### src/rtl/apb_master.sv
// apb_master: single-outstanding APB requester with a wait-state
// timeout and a one-cycle completion pulse on the local side.
module apb_master #(
    parameter int addr_width     = 32,
    parameter int data_width     = 32,
    parameter int timeout_cycles = 16
) (
    input  logic                  pclk,
    input  logic                  preset,
    input  logic                  cmd_valid,
    output logic                  cmd_ready,
    input  logic                  cmd_write,
    input  logic [addr_width-1:0] cmd_addr,
    input  logic [data_width-1:0] cmd_wdata,
    output logic                  rsp_valid,
    output logic [data_width-1:0] rsp_rdata,
    output logic                  rsp_error,
    output logic                  rsp_timeout,
    output logic [addr_width-1:0] paddr,
    output logic [data_width-1:0] pwdata,
    output logic                  pwrite,
    output logic                  psel,
    output logic                  penable,
    input  logic [data_width-1:0] prdata,
    input  logic                  pready,
    input  logic                  pslverr
);

    localparam int CW = (timeout_cycles > 1) ? $clog2(timeout_cycles) : 1;
    localparam bit TO_EN = (timeout_cycles > 0);
    localparam logic [CW-1:0] TO_LAST =
        CW'((timeout_cycles > 0) ? timeout_cycles - 1 : 0);

    typedef enum logic [1:0] {
        IDLE   = 2'd0,
        SETUP  = 2'd1,
        ACCESS = 2'd2
    } state_t;

    state_t                state_q, state_d;
    logic [CW-1:0]         wait_q, wait_d;
    logic [addr_width-1:0] paddr_q, paddr_d;
    logic [data_width-1:0] pwdata_q, pwdata_d;
    logic                  pwrite_q, pwrite_d;
    logic                  psel_q, psel_d;
    logic                  penable_q, penable_d;
    logic                  rsp_valid_q, rsp_valid_d;
    logic [data_width-1:0] rsp_rdata_q, rsp_rdata_d;
    logic                  rsp_error_q, rsp_error_d;
    logic                  rsp_timeout_q, rsp_timeout_d;

    logic to_fire;
    logic done;
    logic accept;

    always_comb begin
        to_fire   = TO_EN && (state_q == ACCESS) && !pready
                    && (wait_q == TO_LAST);
        done      = (state_q == ACCESS) && (pready || to_fire);
        cmd_ready = !preset && ((state_q == IDLE) || done);
        accept    = cmd_valid && cmd_ready;
    end

    always_comb begin
        state_d       = state_q;
        wait_d        = wait_q;
        paddr_d       = paddr_q;
        pwdata_d      = pwdata_q;
        pwrite_d      = pwrite_q;
        rsp_valid_d   = 1'b0;
        rsp_rdata_d   = rsp_rdata_q;
        rsp_error_d   = rsp_error_q;
        rsp_timeout_d = rsp_timeout_q;
        unique case (state_q)
            IDLE: begin
                if (accept) state_d = SETUP;
            end
            SETUP: begin
                state_d = ACCESS;
                wait_d  = '0;
            end
            ACCESS: begin
                if (done) begin
                    // pready wins over a timeout landing on the same edge
                    rsp_valid_d   = 1'b1;
                    rsp_timeout_d = to_fire;
                    rsp_error_d   = to_fire ? 1'b1 : pslverr;
                    rsp_rdata_d   = (to_fire || pwrite_q) ? '0 : prdata;
                    state_d       = accept ? SETUP : IDLE;
                end else begin
                    wait_d = wait_q + 1'b1;
                end
            end
            default: state_d = IDLE;
        endcase
        if (accept) begin
            paddr_d  = cmd_addr;
            pwdata_d = cmd_wdata;
            pwrite_d = cmd_write;
        end
        psel_d    = (state_d != IDLE);
        penable_d = (state_d == ACCESS);
    end

    always_ff @(posedge pclk) begin
        if (preset) begin
            state_q       <= IDLE;
            wait_q        <= '0;
            paddr_q       <= '0;
            pwdata_q      <= '0;
            pwrite_q      <= 1'b0;
            psel_q        <= 1'b0;
            penable_q     <= 1'b0;
            rsp_valid_q   <= 1'b0;
            rsp_rdata_q   <= '0;
            rsp_error_q   <= 1'b0;
            rsp_timeout_q <= 1'b0;
        end else begin
            state_q       <= state_d;
            wait_q        <= wait_d;
            paddr_q       <= paddr_d;
            pwdata_q      <= pwdata_d;
            pwrite_q      <= pwrite_d;
            psel_q        <= psel_d;
            penable_q     <= penable_d;
            rsp_valid_q   <= rsp_valid_d;
            rsp_rdata_q   <= rsp_rdata_d;
            rsp_error_q   <= rsp_error_d;
            rsp_timeout_q <= rsp_timeout_d;
        end
    end

    assign paddr       = paddr_q;
    assign pwdata      = pwdata_q;
    assign pwrite      = pwrite_q;
    assign psel        = psel_q;
    assign penable     = penable_q;
    assign rsp_valid   = rsp_valid_q;
    assign rsp_rdata   = rsp_rdata_q;
    assign rsp_error   = rsp_error_q;
    assign rsp_timeout = rsp_timeout_q;

endmodule

### config.mk
export PLATFORM = sky130hd
export DESIGN_NAME = apb_master
export DESIGN_NICKNAME = d
export VERILOG_FILES = /design/src/rtl/apb_master.sv
export SDC_FILE = /design/constraint.sdc
export NUM_CORES = 1
export LEC_CHECK = 0
export CAP_MARGIN = 20
export CORE_MARGIN = 5
export CORE_UTILIZATION = 42
export CTS_CLUSTER_SIZE = 8
export DETAILED_ROUTE_END_ITERATION = 10
export PLACE_DENSITY = 0.82
export SETUP_SLACK_MARGIN = 0.3
export SYNTH_ARGS = -nofsm -noshare
export SYNTH_HDL_FRONTEND = slang
export SYNTH_SLANG_ARGS = --single-unit
### constraint.sdc
create_clock -name pclk -period 1.9 [get_ports pclk]
set_clock_uncertainty 0.2 [all_clocks]
set_input_delay 0.19 -clock pclk [delete_from_list [all_inputs] [get_ports pclk]]
set_output_delay 0.19 -clock pclk [all_outputs]
set_load 0.1 [all_outputs]
### After elaboration in Yosys (flattened, before gate mapping)

Index checks and enable logic that the tools add are counted.

* register bits: 108
* input port bits: 102
* output and inout bits: 103
* word-level logic and storage cells: 43

* $add $sub $neg: 1
* equality and inequality tests: 5
* mux-type cells: 9
* bitwise logic cells: 1
* reduce and logical (&&, ||, !) cells: 16

Operators by type and width (number)
* two-way mux 32 bit: 1
* one-hot mux 4 bit (2 select lines): 1
* one-hot mux 2 bit (3 select lines): 1
* logical AND 1 bit: 5
* adder 4 x 1 -> 4 bit (second input constant): 1
* == test 2 bit (second input constant): 2
* == test 4 bit (second input constant): 1
* two-way mux 2 bit: 2
* two-way mux 4 bit: 1
* AND reduction 2 bit: 2
* nonzero test 2 bit: 2
* logical OR 1 bit: 3
* two-way mux 1 bit: 3
* == test 2 x 1 -> 1 bit (second input constant): 1
* zero test 1 bit: 2
* zero test 2 bit: 1
* inequality test 2 bit (second input constant): 1
* OR reduction 2 bit: 1
* NOT 1 bit: 1

### Longest topological paths before layout

Gate-level depths: netlist of the first run.

* depth after elaboration: 12
* gate-level depth with buffers: 6
* gate-level depth less buffers: 4

### Worst setup path before layout of the first run

OpenSTA, ideal clock, no wires.

* kind: register to register
* start point: reg wait_q[0]
* end point: reg state_q[0]
* library setup time: 0.071 ns
* arrival time: 3.328 ns
* required time: 1.629 ns
* slack: -1.700 ns
* cell stages (with the launch flop): 5
* buffers on the path: 0
* clock period less this slack: 3.600 ns
* cell sequence: dfxtp_1 ha_1 a31oi_4 a21boi_0 and2_1

* word-level cells in the longest chain between the ends: 10
* elaborated cells between the ends (all ways): 11
* classes of those cells: 1 x eq/ne; 4 x mux; 6 x reduce/logical

Ends and longest elaborated chain
* from (decl): RTL line 41 `logic [CW-1:0] wait_q, wait_d;`
* from (signal assigned): RTL line 120 `wait_q <= wait_d;`
* == test 4 bit (*): RTL line 58 `&& (wait_q == TO_LAST);`
* logical AND 1 bit (*): RTL line 58
* logical OR 1 bit (*): RTL line 59 `done = (state_q == ACCESS) && (pready || to_fire);`
* logical AND 1 bit (*): RTL line 59
* logical OR 1 bit (*): RTL line 60 `cmd_ready = !preset && ((state_q == IDLE) || done);`
* logical AND 1 bit (*): RTL line 60
* named net cmd_ready: RTL line 11 `output logic cmd_ready,`
* logical AND 1 bit (*): RTL line 61 `accept = cmd_valid && cmd_ready;`
* two-way mux 1 bit: RTL line 89 `state_d = accept ? SETUP : IDLE;`
* two-way mux 2 bit: RTL line 83 `if (done) begin`
* one-hot mux 2 bit (3 select lines) (*): RTL line 74 `unique case (state_q)`
* to (signal assigned): RTL line 119 `state_q <= state_d;`
* to (decl): RTL line 40 `state_t state_q, state_d;`

The timed path passes the listed nets; every way through them passes the cells marked *.
A chain may end at the register's enable or synchronous reset.

### Worst setup path in the final report of the first run

* start point: reg wait_q[0]
* end point: reg rsp_rdata_q[15] (netlist: rsp_rdata[15])

* word-level cells in the longest chain between the ends: 5
* elaborated cells between the ends (all ways): 7
* classes of those cells: 1 x eq/ne; 1 x mux; 5 x reduce/logical

Ends and longest elaborated chain
* == test 4 bit (*): RTL line 58
* logical AND 1 bit (*): RTL line 58
* logical OR 1 bit: RTL line 59
* logical AND 1 bit: RTL line 59
* AND reduction 2 bit (no source line)
* to (signal assigned): RTL line 127 `rsp_rdata_q <= rsp_rdata_d;`
* to (decl): RTL line 48 `logic [data_width-1:0] rsp_rdata_q, rsp_rdata_d;`

Every way passes the cells marked *; elsewhere a longest branch is shown, timed or not.

==> summary.md, run 1 <==
| Metric | Value |
|---|---|
| GR peak layer | `met2` |
| Ys Warns | `0` |
| Htree depth | `3` |
| Post-layout util | `69.88%` |
| CP Class | `reg -> reg` |
| Power Density | `just under 800 mW/mm²` |
| Worst Tran Pin Value | `0.3997 ns` |
| Max clock buf depth | `2` |
| Post-synth EDFFs | `0` |
| CP arrival | `1.96 ns` |
| Die area | `0.01287 mm²` |
| Met2 usage | `33.49%` |
| Row count | `37` |
| Placed instance count | `730` |
| CP max FO | `8` |
| I/O Pins | `205` |
| Final Cycle Share | `between 90% and 100%` |
| Clock transition at the registers of the reported paths | `around 0.1 ns` |
| Status | `finished clean` |
| GRT met1 Usage | `21.56%` |
| RSZ-0062 raised after global routing | `yes` |
| Top cell type by total area after synthesis | `dfxtp_1` |
| Fill cells | `787` |
| Syn avg cell area | `10.85 µm²` |
| Post-layout min period | `between 1.5 and 2 ns` |
| P&R area growth vs syn | `61.29%` |
| CP startpoint kind | `flip-flop` |
| Reg-to-reg endpoint | `rsp_rdata[15]` |
| VDD IR max | `about 380 µV` |
| Yosys cell types | `37` |
| DRT Pass-1 Iters | `4` |
| Smallest hold slack | `0.01481 ns` |
| Largest cells by area after synthesis | `dfxtp_1 48%, nand2b_1 19%, mux2i_1 15%` |
| Root Driver | `clkbuf_8` |
| Synthesized area | `0.004493 mm²` |
| Final Max Tran Viols | `0` |
| Initial antenna violation count | `0` |
| IO buf count | `204` |
| Largest net degree at the start of global routing | `78` |
| Register area | `0.002176 mm²` |
| Worst-skew pair later-pin latency | `0.35 ns` |
| CP Capture Type | `flip-flop` |
| Final hold viol count | `0` |
| Top post-synthesis cells by count | `133 x nand2b_1, 108 x dfxtp_1, 66 x mux2i_1, 33 x a22o_1, 16 x clkbuf_1` |
| Initial Util | `between 40 and 50%` |
| First-pass GRT wire length | `20.08 mm` |
| Lkg Pwr | `0.003063 µW` |
| Primary FF master, synth | `dfxtp_1` |
| Critical path origin | `wait_q[0]` |
| DPL Wire Length | `8.716 mm` |
| DRC violations left | `0` |
| Tot GR Track Use | `between 10% and 20%` |
| Vias/cell | `4.883` |
| Ant. Diodes | `0` |
| Worst R2R Setup Slack | `0.05 ns` |
| Clock sinks | `108` |
| Max-cap violations | `0` |
| Top cell type's share of synthesized area | `48.12%` |
| Area of the multi-input gates | `roughly 0.0021 mm²` |
| Reg-to-reg startpoint | `wait_q[0]` |
| Seq/Total Area, Yosys | `between 40% and 50%` |
| Setup violators final | `0` |
| Vias in the first global route | `roughly 4k` |
| Wire per inst | `17.16 µm` |
| CTS tree | `done` |
| Share of layout cells above drive strength 1 | `26.76%` |
| Congestion Overflow GR | `0` |
| Mapped Cells | `around 410` |
| Met3 usage | `about 7.9%` |
| Final Wtd Congestion | `0.7924` |
| Vias | `3784` |
| Die Span Y | `113.4 µm` |
| Worst Path Required | `around 2 ns` |
| Most common cell in the synthesized netlist | `nand2b_1` |
| Syn nets | `between 500 and 600` |
| Worst hold path class | `in -> reg` |
| Slew headroom | `72.99%` |
| Core area | `between 0.01 and 0.015 mm²` |
| Ys async rst share | `0%` |
| Final Net Count | `roughly 740` |
| Final TNS setup | `0 ns` |
| #FFs+latches synth | `108` |
| CP endpoint | `rsp_rdata[15]` |
| Fmax | `around 0.54 GHz` |
| Chip width | `roughly 110 µm` |
| Iteration-0 DRC Markers | `around 150` |
| Post-DRT Antenna Nets | `0` |
| Worst r2r path cells | `8` |
| Post-Layout Cell Count | `775` |
| WL final | `13.30 mm` |
| Total clock buffers created by CTS | `9` |
-- through the flow --
stage | total power, µW | area [µm²] | setup slack, ns
final | 5724 | 7247 | 0.04855
after CTS | 5697 | 7064 | 0.03694
after global routing | 5958 | 7247 | -0.005826
after detailed placement | 4142 | 6469 | -0.06975
after global placement | 4123 | 6469 | 0.01691
after floorplan | 3666 | 4529 | 0.1690
-- cells in the final DEF (no fill, tap or decap), types with 2 or more instances in the layout --
cell type        instances
nor2b_1                  2
clkinvlp_4               2
nand4_1                  2
buf_6                    7
a21oi_4                  2
a22o_1                  33
nand2_1                  2
clkdlybuf4s50_1        100
nand2b_1               133
clkbuf_8                11
nand3b_1                 2
dfxtp_4                  3
buf_12                  16
a211oi_1                 3
a311oi_1                 2
dfxtp_1                103
buf_16                   9
buf_4                  103
clkbuf_16                5
mux2i_1                 65
nor2_1                   5
clkbuf_1                 2
dfxtp_2                  2
a31oi_1                  2
a21oi_1                  2
-- worst max-delay path, cell delays in order (launching register included) --
cell and delay (ns):
dfxtp_4 0.36, ha_4 0.17, buf_4 0.13, buf_6 0.12, a31o_4 0.25, a21oi_4 0.15, buf_6 0.16, buf_16 0.12
a22o_1 0.14
-- flip-flops by register name, summed over array words and instances (netlist names) --
register     flops
penable          1
state_q          2
rsp_error        1
wait_q           4
rsp_rdata       32
pwrite           1
rsp_valid        1
rsp_timeout      1
paddr           32
psel             1
pwdata          32
-- power breakdown --
group,leakage (µW),switching (µW),internal [µW]
logic,0.00208,1160,681
clock network,0.0000959,750,684
registers,0.000886,74.5,2380
-- logic make-up after synthesis --
family / count (synthesis) / synth area share [%]
AOI/OAI and AO/OA: 51 / 9.886
adders and majority gates: 1 / 0.2784
buffers and inverters: 35 / 5.848
DFF: 108 / 48.12
muxes: 66 / 14.70
and+or+nand+nor: 153 / 21.16
-- layer usage --
layer | wire length [µm] | share of wire, %
met4 | 151 | 1.1
met1 | 5209 | 39
met3 | 1370 | 10
met5 | 0 | 0
met2 | 6568 | 49
-- area by class of cell --
cell class | count | area share, %
Inverter | 1 | 0.05180
Clock inverter | 3 | 0.6215
Clock buffer | 13 | 2.193
Timing Repair Buffer | 243 | 35.55
Tap cell | 136 | 2.348
Multi-Input combinational cell | 271 | 29.21
Sequential cell | 108 | 30.02
-- worst min-delay path by stage --
stage / cells after the start / to / from / slack [ns]
after global placement: 2 / paddr[27] / paddr[27] / 0.26
final: 2 / penable / preset / 0.01
after detailed placement: 2 / pwdata[16] / pwdata[16] / 0.27
after floorplan: 1 / rsp_timeout / pready / 0.09
after global routing: 2 / penable / preset / 0.003
after CTS: 2 / penable / preset / 0.001
-- timing repair --
item                                    4_1_cts  5_1_grt
gates resized for setup                      17        8
endpoints found under the setup margin       99      105
endpoints found under the hold margin         2        0
pin swaps                                    16       22
gates cloned                                  8        5
buffers inserted                             13        2
hold buffers                                  1        0
Power figures use the tool's default switching activity.
==> run 2, diff against run 1 <==
- CORE_UTILIZATION: 42 -> 46
- CTS_BUF_LIST: default -> sky130_fd_sc_hd__clkbuf_4 sky130_fd_sc_hd__clkbuf_8
- PLACE_DENSITY: 0.82 -> 0.89
- clock period: 1.9 -> 2.3 ns (I/O delays scaled with it)
==> run 2 against run 1 <==
  * The flow now finishes with violations (negative hold slack)
  * Die area decreased by 7.9%
  * Count of clock-buffer cells in the layout fell by 3
  * Routed wire length down 12%
  * Via count decreased by 3.9%
  * Worst setup slack better by 0.31 ns
  * Cell count fell by 4.3%
  * Clock power shrank 15%
  * Power decreased by 20%
  * First-iteration DRC count rose by 18%
  * Non-clock buffer count is 30 lower
  * Register-to-register slack better by 0.39 ns
  * Sequential power shrank 18%
  * Largest power group unchanged
==> summary.md, run 2 (synthesis gave the netlist of run 1 again) <==
| Metric | Value |
|---|---|
| Status | `finished, violations left` |
| Failing checks | `negative hold slack` |
| VDD IR max | `421.7 µV` |
| Smallest hold slack | `-0.002191 ns` |
| Top delay family on crit path | `flip-flops` |
| IO buf count | `about 200` |
| DRC violations left | `0` |
| Slew headroom | `65.91%` |
| Ant. Diodes | `0` |
| Vias in the first global route | `3603` |
| Worst-skew pair later-pin latency | `about 0.35 ns` |
| Htree depth | `3` |
| Die Span Y | `108.8 µm` |
| Fill cells | `775` |
| Crit path largest cell delay | `0.41 ns` |
| Die area | `0.01184 mm²` |
| Final Wtd Congestion | `between 0.7 and 0.8` |
| Worst Path Buf+Inv | `1` |
| CP Capture Type | `output port` |
| P&R area growth vs syn | `45.59%` |
| Worst hold path class | `in -> reg` |
| Congestion Overflow GR | `0` |
| CTS tree | `done` |
| Post-layout min period | `approximately 1.9 ns` |
| Worst Path Required | `1.87 ns` |
| Clock transition at the registers of the reported paths | `0.11 ns` |
| Total clock buffers created by CTS | `9` |
| First-pass GRT wire length | `18.01 mm` |
| Vias/cell | `4.899` |
| WL final | `11.72 mm` |
| Initial Util | `about 47%` |
| DPL Wire Length | `roughly 8.9 mm` |
| Post-CTS setup buffers | `0` |
| Wire per inst | `15.79 µm` |
| Core area | `0.009639 mm²` |
| Chip width | `108.8 µm` |
| DRT Pass-1 Iters | `4` |
| Final Net Count | `~700` |
| Post-DRT Antenna Nets | `0` |
| Vias | `3635` |
| Worst Tran Pin Value | `0.5080 ns` |
| Max-cap violations | `0` |
| Initial antenna violation count | `0` |
| Tot GR Track Use | `19.12%` |
| Lkg Pwr | `0.002765 µW` |
| Final Cycle Share | `84.28%` |
| Root Driver | `clkbuf_8` |
| Power Density | `approximately 700 mW/mm²` |
| Largest net degree at the start of global routing | `72` |
| Commonest non-fill, non-tap cells in the layout | `133 x nand2b_1, 107 x buf_4, 106 x dfxtp_1` |
| Placed instance area | `0.006301 mm²` |
| Final TNS setup | `0 ns` |
| Share of layout cells above drive strength 1 | `22.50%` |
| Most common cell after layout, fill and taps aside | `nand2b_1` |
| CP max FO | `5` |
| Fmax | `0.5159 GHz` |
| Row count | `36` |
| Design Area, Final | `0.006541 mm²` |
| Final hold viol count | `1` |
| CP startpoint kind | `flip-flop` |
| CP max-delay cell | `dfxtp_2` |
| Max clock buf depth | `2` |
| Clock sinks | `~110` |
| CP Class | `reg -> out` |
| Crit-path cells | `ha_4 > a31oi_4 > a21boi_4 > buf_12` |
| I/O Pins | `205` |
| Post-layout util | `67.86%` |
| RSZ-0062 raised after global routing | `no` |
| Setup violators final | `0` |
| Iteration-0 DRC Markers | `176` |
| Final Max Tran Viols | `0` |
| CP arrival | `~1.5 ns` |
==> run 2: path summary, 6_finish.rpt <==
path | from | end | slack [ns] | cells after the start
max | wait_q[1] | cmd_ready | 0.36 | 4
min | preset | rsp_timeout | -0.002 | 2
max reg2reg | wait_q[1] | pwdata[15] | 0.44 | 5
min reg2reg | paddr[26] | paddr[26] | 0.28 | 2
==> run 2: routing by layer <==
metal	vias up	share of wire [%]	global-route usage, %
met5	-	0	0
met4	0	1.8	4.959
met3	18	5.8	4.796
met2	122	52	33.23
met1	1710	41	23.66
li1	1785	-	-
==> run 2: report_power, final <==
part           leakage, µW  total [µW]  internal [µW]  switching, µW
sequential        0.000884        2020           1960           58.0
combinational      0.00177        1330            421            909
clock             0.000108        1210            540            671
total              0.00276        4560           2930           1640
==> run 2: cell type report <==
cell class,count,area [µm²],area share (%)
Clock buffer,10,131.4,2.008
Clock inverter,6,81.33,1.243
Inverter,1,3.754,0.05738
Multi-Input combinational cell,271,2092,31.98
Sequential cell,108,2167,33.13
Tap cell,133,166.4,2.544
Timing Repair Buffer,213,1899,29.04
==> run 2: repair_timing <==
action	CTS	global route
hold buffers	1	0
endpoints found under the setup margin	43	1
gates resized for setup	4	1
pin swaps	0	2
endpoints found under the hold margin	2	0
==> run 2: stage by stage <==
stage	total power [µW]	hold WS [ns]	setup slack [ns]	instances
after CTS	4603	0.01140	0.3097	742
after global routing	4739	0.009837	0.3032	742
after global placement	3378	0.2590	0.2502	725
after detailed placement	3400	0.2636	0.1708	725
after floorplan	3030	0.1286	0.3185	414
final	4564	-0.002191	0.3617	742
